--- src/rtl/mips_cpu_wb_arbiter_if.sv ---
// Writeback bus between the two writeback requesters, the arbiter and the register-file write port.
// The arbiter takes the slave modport; whoever drives the requests takes the master modport.
interface mips_cpu_wb_arbiter_if;
  logic        req0_valid;
  logic [4:0]  req0_index;
  logic [31:0] req0_data;
  logic        req0_ready;

  logic        req1_valid;
  logic [4:0]  req1_index;
  logic [31:0] req1_data;
  logic        req1_ready;

  logic        write_enable;
  logic [4:0]  write_index;
  logic [31:0] write_data;

  logic [4:0]  hazard_index_a;
  logic [4:0]  hazard_index_b;
  logic        hazard_a;
  logic        hazard_b;

  logic        force1;

  modport slave (
    input  req0_valid, req0_index, req0_data,
    input  req1_valid, req1_index, req1_data,
    input  hazard_index_a, hazard_index_b,
    output req0_ready, req1_ready,
    output write_enable, write_index, write_data,
    output hazard_a, hazard_b, force1
  );

  modport master (
    output req0_valid, req0_index, req0_data,
    output req1_valid, req1_index, req1_data,
    output hazard_index_a, hazard_index_b,
    input  req0_ready, req1_ready,
    input  write_enable, write_index, write_data,
    input  hazard_a, hazard_b, force1
  );
endinterface

--- src/rtl/mips_cpu_wb_arbiter.sv ---
// Merges the ALU (req0) and load (req1) writebacks onto one register-file write port.
// ALU normally wins; after STARVE_LIMIT ALU wins in a row over a waiting load, the load gets one turn.
module mips_cpu_wb_arbiter #(
  parameter int STARVE_LIMIT = 3
) (
  input logic                  clk,
  input logic                  reset,
  mips_cpu_wb_arbiter_if.slave bus
);

  typedef enum logic {NORMAL, FAIR} state_e;

  localparam logic [2:0] LIMIT = 3'(STARVE_LIMIT);

  state_e      state_q, state_d;
  logic [2:0]  cnt_q, cnt_d;
  logic        we_q, we_d;
  logic [4:0]  idx_q, idx_d;
  logic [31:0] data_q, data_d;

  logic        grant0, grant1, xfer;
  logic [4:0]  xfer_idx;
  logic [31:0] xfer_data;

  // Grants are gated by reset so nothing is accepted while the block is held in reset.
  always_comb begin
    grant0 = 1'b0;
    grant1 = 1'b0;
    if (reset) begin
      if (state_q == FAIR) begin
        grant1 = bus.req1_valid;
        grant0 = bus.req0_valid & ~bus.req1_valid;
      end else begin
        grant0 = bus.req0_valid;
        grant1 = bus.req1_valid & ~bus.req0_valid;
      end
    end
  end

  assign xfer      = grant0 | grant1;
  assign xfer_idx  = grant1 ? bus.req1_index : bus.req0_index;
  assign xfer_data = grant1 ? bus.req1_data  : bus.req0_data;

  always_comb begin
    state_d = state_q;
    cnt_d   = cnt_q;
    we_d    = 1'b0;
    idx_d   = idx_q;
    data_d  = data_q;

    if (grant1 || !bus.req1_valid) begin
      cnt_d = 3'd0;
    end else if (grant0 && cnt_q != LIMIT) begin
      cnt_d = cnt_q + 3'd1;
    end

    // Switching on the next count lets the load win on the very next cycle.
    case (state_q)
      NORMAL:  if (cnt_d == LIMIT) state_d = FAIR;
      FAIR:    if (grant1 || !bus.req1_valid) state_d = NORMAL;
      default: state_d = NORMAL;
    endcase

    if (xfer) begin
      we_d   = (xfer_idx != 5'd0);
      idx_d  = xfer_idx;
      data_d = xfer_data;
    end
  end

  always_ff @(posedge clk or negedge reset) begin
    if (!reset) begin
      state_q <= NORMAL;
      cnt_q   <= 3'd0;
      we_q    <= 1'b0;
      idx_q   <= 5'd0;
      data_q  <= 32'd0;
    end else begin
      state_q <= state_d;
      cnt_q   <= cnt_d;
      we_q    <= we_d;
      idx_q   <= idx_d;
      data_q  <= data_d;
    end
  end

  assign bus.req0_ready   = grant0;
  assign bus.req1_ready   = grant1;
  assign bus.write_enable = we_q;
  assign bus.write_index  = idx_q;
  assign bus.write_data   = data_q;
  assign bus.force1       = (state_q == FAIR);

  // A register is hazardous from the cycle it is accepted until its commit cycle ends.
  assign bus.hazard_a = (bus.hazard_index_a != 5'd0) &&
                        ((we_q && bus.hazard_index_a == idx_q) ||
                         (xfer && bus.hazard_index_a == xfer_idx));
  assign bus.hazard_b = (bus.hazard_index_b != 5'd0) &&
                        ((we_q && bus.hazard_index_b == idx_q) ||
                         (xfer && bus.hazard_index_b == xfer_idx));

endmodule

--- src/flat_wrapper.sv ---
// flat-port wrapper written by rule: the top's interface ports become plain ports
module mips_cpu_wb_arbiter_flat 
#(
  parameter int STARVE_LIMIT = 3
)
  (clk, reset, bus_req0_valid, bus_req0_index, bus_req0_data, bus_req1_valid, bus_req1_index, bus_req1_data, bus_hazard_index_a, bus_hazard_index_b, bus_req0_ready, bus_req1_ready, bus_write_enable, bus_write_index, bus_write_data, bus_hazard_a, bus_hazard_b, bus_force1);
  mips_cpu_wb_arbiter_if bus_i ();
  input logic clk;
  input logic reset;
  input wire logic [$bits(bus_i.req0_valid)-1:0] bus_req0_valid;
  input wire logic [$bits(bus_i.req0_index)-1:0] bus_req0_index;
  input wire logic [$bits(bus_i.req0_data)-1:0] bus_req0_data;
  input wire logic [$bits(bus_i.req1_valid)-1:0] bus_req1_valid;
  input wire logic [$bits(bus_i.req1_index)-1:0] bus_req1_index;
  input wire logic [$bits(bus_i.req1_data)-1:0] bus_req1_data;
  input wire logic [$bits(bus_i.hazard_index_a)-1:0] bus_hazard_index_a;
  input wire logic [$bits(bus_i.hazard_index_b)-1:0] bus_hazard_index_b;
  output wire logic [$bits(bus_i.req0_ready)-1:0] bus_req0_ready;
  output wire logic [$bits(bus_i.req1_ready)-1:0] bus_req1_ready;
  output wire logic [$bits(bus_i.write_enable)-1:0] bus_write_enable;
  output wire logic [$bits(bus_i.write_index)-1:0] bus_write_index;
  output wire logic [$bits(bus_i.write_data)-1:0] bus_write_data;
  output wire logic [$bits(bus_i.hazard_a)-1:0] bus_hazard_a;
  output wire logic [$bits(bus_i.hazard_b)-1:0] bus_hazard_b;
  output wire logic [$bits(bus_i.force1)-1:0] bus_force1;
  assign bus_i.req0_valid = bus_req0_valid;
  assign bus_i.req0_index = bus_req0_index;
  assign bus_i.req0_data = bus_req0_data;
  assign bus_i.req1_valid = bus_req1_valid;
  assign bus_i.req1_index = bus_req1_index;
  assign bus_i.req1_data = bus_req1_data;
  assign bus_i.hazard_index_a = bus_hazard_index_a;
  assign bus_i.hazard_index_b = bus_hazard_index_b;
  assign bus_req0_ready = bus_i.req0_ready;
  assign bus_req1_ready = bus_i.req1_ready;
  assign bus_write_enable = bus_i.write_enable;
  assign bus_write_index = bus_i.write_index;
  assign bus_write_data = bus_i.write_data;
  assign bus_hazard_a = bus_i.hazard_a;
  assign bus_hazard_b = bus_i.hazard_b;
  assign bus_force1 = bus_i.force1;
  mips_cpu_wb_arbiter #(.STARVE_LIMIT(STARVE_LIMIT)) u_core (.clk(clk), .reset(reset), .bus(bus_i));
endmodule
--- config.mk ---
export PLATFORM = sky130hd
export DESIGN_NAME = mips_cpu_wb_arbiter_flat
export DESIGN_NICKNAME = d
export VERILOG_FILES = /design/src/rtl/mips_cpu_wb_arbiter_if.sv /design/src/rtl/mips_cpu_wb_arbiter.sv /design/src/flat_wrapper.sv
export SDC_FILE = /design/constraint.sdc
export NUM_CORES = 1
export LEC_CHECK = 0
export CAP_MARGIN = 5
export CORE_MARGIN = 2
export CORE_UTILIZATION = 38
export DETAILED_ROUTE_END_ITERATION = 6
export GPL_TIMING_DRIVEN = 0
export PLACE_DENSITY = 0.81
export SKIP_LAST_GASP = 1
export SYNTH_ARGS = -nofsm -noshare
export SYNTH_HDL_FRONTEND = slang
export SYNTH_SLANG_ARGS = --single-unit
--- constraint.sdc ---
create_clock -name clk -period 2.3 [get_ports clk]
set_input_delay 0.23 -clock clk [delete_from_list [all_inputs] [get_ports clk]]
set_output_delay 0.23 -clock clk [all_outputs]
set_load 0.1 [all_outputs]
* Word-level counts from Yosys, hierarchy flattened *
Index checks and enable logic that the tools add are counted.

cells by class
  reduce and logical (&&, ||, !) cells = 14
  eq/ne operators = 6
  $add $sub $neg = 1
  bitwise logic cells = 6
  multiplexer cells = 12

operator list
  kind                                                    count
  2-to-1 mux 32 bit                                       1
  equality test 5 bit                                     4
  nonzero test 5 bit                                      3
  logical AND 1 bit                                       7
  2-to-1 mux 1 bit                                        7
  2-to-1 mux 3 bit                                        2
  2-to-1 mux 5 bit                                        1
  adder 3 x 1 -> 3 bit (second input constant)            1
  equality test 3 x 2 -> 1 bit (second input constant)    1
  logical OR 1 bit                                        3
  inequality test 3 x 2 -> 1 bit (second input constant)  1
  inverter 1 bit                                          3
  AND 1 bit                                               2
  case mux 1 bit (2 select lines)                         1
  logical NOT 1 bit                                       1
  OR 1 bit                                                1

storage, ports and cells
  input port bits = 88
  bits in registers = 42
  word-level logic and storage cells = 44

* Logic depth before layout (Yosys ltp) *
  word-level depth = 10
  depth in mapped cells = 6
  gate-level depth less buffers = 6

* Worst setup path after synthesis *
OpenSTA, ideal clock, no wires.

  path kind = reg2out
  start point = reg u_core.state_q (netlist: u_core.bus.force1)
  end point = out bus_hazard_a
  path buffers = 0
  path slack = -2,087 ps
  required time = 2,070 ps
  stages on the path, launching flop included = 6
  data arrival time = 4,157 ps
  cells stage by stage = dfrtp_1 -> and2b_1 -> or4_1 -> nand4_1 -> nand3_1 -> o31ai_1

on the way
  longest elaborated chain between the ends = 7

RTL lines
  element                 RTL line                   text
  start, declared         mips_cpu_wb_arbiter.sv:15  state_e state_q, state_d;
  start signal, assigned  mips_cpu_wb_arbiter.sv:79  state_q <= state_d;
  2-to-1 mux 1 bit        mips_cpu_wb_arbiter.sv:30  if (state_q == FAIR) begin
  2-to-1 mux 1 bit        mips_cpu_wb_arbiter.sv:29  if (reset) begin
  2-to-1 mux 5 bit        mips_cpu_wb_arbiter.sv:41  assign xfer_idx = grant1 ? bus.req1_index : bus.req0_index;
  equality test 5 bit     mips_cpu_wb_arbiter.sv:97  (xfer && bus.hazard_index_a == xfer_idx));
  logical AND 1 bit (*)   mips_cpu_wb_arbiter.sv:97
  logical OR 1 bit (*)    mips_cpu_wb_arbiter.sv:96  ((we_q && bus.hazard_index_a == idx_q) ||
  logical AND 1 bit (*)   mips_cpu_wb_arbiter.sv:95  assign bus.hazard_a = (bus.hazard_index_a != 5'd0) &&
  end, declared           flat_wrapper.sv:23         output wire logic [$bits(bus_i.hazard_a)-1:0] bus_hazard_a;

Mark *: on every way between the ends. The rest lies on a longest branch, timed or not.

* Final worst setup path *
Same ends and word-level chain as after synthesis.

==> results.json <==
{
  "io_buffers": 130,
  "n_antenna_cell": 0,
  "cts_made_buffers": 5,
  "worst_pin_slew_ns": 0.991,
  "clkTransAtPathRegs_ns": 0.08,
  "place_ws_ns": -1.35,
  "dp_cells": 456,
  "fin_total_pwr_mw": 2.67,
  "vias_per_cell": 5.32,
  "gp_congestion": 0.899,
  "dp_hpwl_um": 5490,
  "syn2layout_area_growth_pct": 76.0,
  "p_leak_nw": 1.54,
  "synth_largest_area_cell": "dfrtp_1",
  "max-slew-margin-rel_pct": 33.7,
  "syn-cell-area_um2": 2210,
  "fin_crit_ns": 2.33,
  "cts_root_buf": "clkbuf_8",
  "synth_cells": 253,
  "hold_class": "input pin to async pin",
  "ys.flop_type": "dfrtp_1",
  "critPathKind": "flip-flop to primary output",
  "grt_max_degree": 40,
  "p_sw_share_pct": 46.4,
  "fin_ws_ns": -0.0304,
  "ant_nets": 0,
  "floorplan.core_area_um2": 5570,
  "multi_input_area_um2": 1190,
  "skew_ns": 0.00542,
  "drt_iter0_drc": 142,
  "grtUsageMet1_pct": 26.6,
  "cts_tree": "done",
  "htreeDepth": 2,
  "final_util_pct": 69.7,
  "layout-drive-gt1-share_pct": 8.33,
  "ioPinCount": 131,
  "grt_pass1_wl_um": 11400,
  "crit_fanout": 6,
  "clockPowerShare_pct": 17.4,
  "pwr-share-seq_pct": 33.3,
  "ir_drop_mv": 0.458,
  "violations": "setup timing",
  "p_switching_mw": 1.24,
  "clock_sinks": 42,
  "rsz0062_at_grt": "true",
  "synth-seq-cells": 42,
  "num_vias": 2492,
  "finalSetupViolCount": 1,
  "die_h_um": 80.2,
  "wl_um": 7610,
  "first_pass_iters": 4,
  "maxCapViolCount": 0,
  "fin_crit_sh_pct": 101,
  "avgSynthCellArea_um2": 8.73,
  "hold_viol": 0,
  "clk_latency_ns": 0.29,
  "yosys_warnings": 0,
  "die_area_um2": 6440,
  "track_usage_pct": 22.7,
  "fmax_ghz": 0.429,
  "arrival_ns": 2.10,
  "met3_usage_pct": 5.39,
  "run_status": "finished, violations left",
  "nFillCells": 464,
  "yosys.cell_count.top_type": "nor2_1",
  "p_per_area_nw_per_um2": 687,
  "grt.overflow.total": 0,
  "nets": 486,
  "grt_pass1_vias": 2409,
  "grt_busiest_layer": "met2",
  "die_width_um": 80.2,
  "fin_cells": 468,
  "synth_commonest_cells": "nor2_1, dfrtp_1, o22ai_1",
  "worst_ep_required_time_ns": 2.07,
  "synth_area_leaders": "dfrtp_1, nor2_1, o22ai_1",
  "yosysUniqueCellTypes": 36,
  "drc": 0,
  "floorplan.initialDensity_pct": 39.6,
  "row_count": 27,
  "ys_seq_area_share_pct": 47.6,
  "antenna_found_initial": 0,
  "wl_per_cell_um": 16.3,
  "synth-edff-count": 0,
  "worstSetupEndpointType": "primary output",
  "synth_top_area_share_pct": 47.6,
  "report.final.slew_viol_count": 0,
  "cp-start-kind": "flip-flop",
  "met2_usage_pct": 40.4,
  "combinationalPowerShare_pct": 49.2,
  "ys_async_sr_fraction_pct": 100,
  "register_area_um2": 1050,
  "syn_nets": 343,
  "power.internal_mw": 1.43,
  "max-clock-path-buffers": 2
}
layer usage:
| layer | vias up | wire [µm] |
|---|---|---|
| li1 | 1184 | - |
| met1 | 1182 | 3030 |
| met2 | 114 | 3870 |
| met3 | 12 | 567 |
| met4 | 0 | 146 |
| met5 | - | 0 |
flip-flops by register name, indices dropped and copies added, names as in the netlist:
register / cells
u_core.bus.write_data: 32
u_core.bus.write_index: 5
u_core.cnt_q: 3
u_core.bus.force1: 1
u_core.bus.write_enable: 1
metrics by stage:
stage	hold slack [ns]	TNS, ns	area, µm²
global placement	0.500	-84.58	3630
detailed placement	0.140	-3.45	3650
CTS	-0.0931	-0.0915	3830
global route	0.0234	-0.157	3890
finish	0.0156	-0.0304	3890
floorplan	-0.0656	-0.309	2240
cells in the final DEF, fill, tap and decap left out, types with 2 or more instances in the layout:
| master | instances |
|---|---|
| buf_12 | 5 |
| and2_1 | 2 |
| clkdlybuf4s50_1 | 123 |
| dlygate4sd2_1 | 2 |
| nand4_1 | 4 |
| nor2_1 | 72 |
| clkbuf_8 | 5 |
| clkbuf_1 | 10 |
| o21ai_1 | 3 |
| a21oi_1 | 4 |
| o22ai_1 | 32 |
| or4_1 | 7 |
| o21ai_0 | 9 |
| mux2i_4 | 2 |
| buf_4 | 4 |
| a221oi_1 | 2 |
| xnor2_1 | 8 |
| o211ai_1 | 2 |
| o31ai_1 | 2 |
| a31oi_1 | 2 |
| inv_1 | 8 |
| xor2_1 | 7 |
| dfrtp_1 | 41 |
| ha_1 | 2 |
| nand3_1 | 4 |
| nand2_1 | 8 |
worst paths after layout:
kind,startpoint,end,slack (ns),cells past startpoint
max,u_core.bus.force1,bus_hazard_a,-0.03,7
min,reset,u_core.bus.write_data[27],0.02,3
max reg2reg,u_core.cnt_q[0],u_core.bus.force1,0.20,6
min reg2reg,u_core.bus.write_data[4],u_core.bus.write_data[4],0.52,2
max in group asynchronous,reset,u_core.bus.write_enable,1.44,2
min in group clk,reset,u_core.bus.force1,0.30,3
logic make-up after synthesis:
| family | after synthesis | share of synthesized area [%] |
|---|---|---|
| and+or+nand+nor | 107 | 21.5 |
| AOI/OAI and AO/OA | 64 | 18.2 |
| DFF | 42 | 47.6 |
| buffers and inverters | 18 | 3.23 |
| xor gates and xnor gates | 17 | 6.74 |
| muxes | 3 | 1.53 |
| adders and majority gates | 2 | 1.13 |
worst max-delay path, cell delays in order, from the launching register on:
cell and delay [ns]:
dfrtp_4 0.51, nand2b_4 0.17, nand2_4 0.08, buf_12 0.11
mux2i_4 0.33, xnor2_2 0.13, o31ai_4 0.26, buf_12 0.21
final cells by class:
class                   instances  share of cell area (%)
plain buffers                  10                    1.06
inverters                       8                   0.772
flip-flops and latches         42                    27.1
clock buffers                   6                    1.87
repair buffers                136                    36.0
clock inverters                 1                   0.193
multi-input cells             193                    30.7
well taps                      72                    2.32
power groups by stage:
| stage | registers [mW] | clock network (mW) | logic [mW] |
|---|---|---|---|
| 3_5_place_dp | 0.902 | 0 | 1.28 |
| 5_1_grt | 0.898 | 0.500 | 1.37 |
| 4_1_cts | 0.889 | 0.477 | 1.30 |
| 6_report | 0.890 | 0.465 | 1.31 |
| 3_3_place_gp | 0.899 | 0 | 1.27 |
| 2_1_floorplan | 1.53 | 0 | 0.212 |
timing repair:
action / CTS / global route
setup buffers: 3 / 0
hold endpoints to repair: 10 / 32
hold buffers: 1 / 1
resized for setup: 36 / 9
pin swaps: 4 / 5
setup endpoints to repair: 4 / 2
No activity file was read; power rests on OpenSTA's default activity.
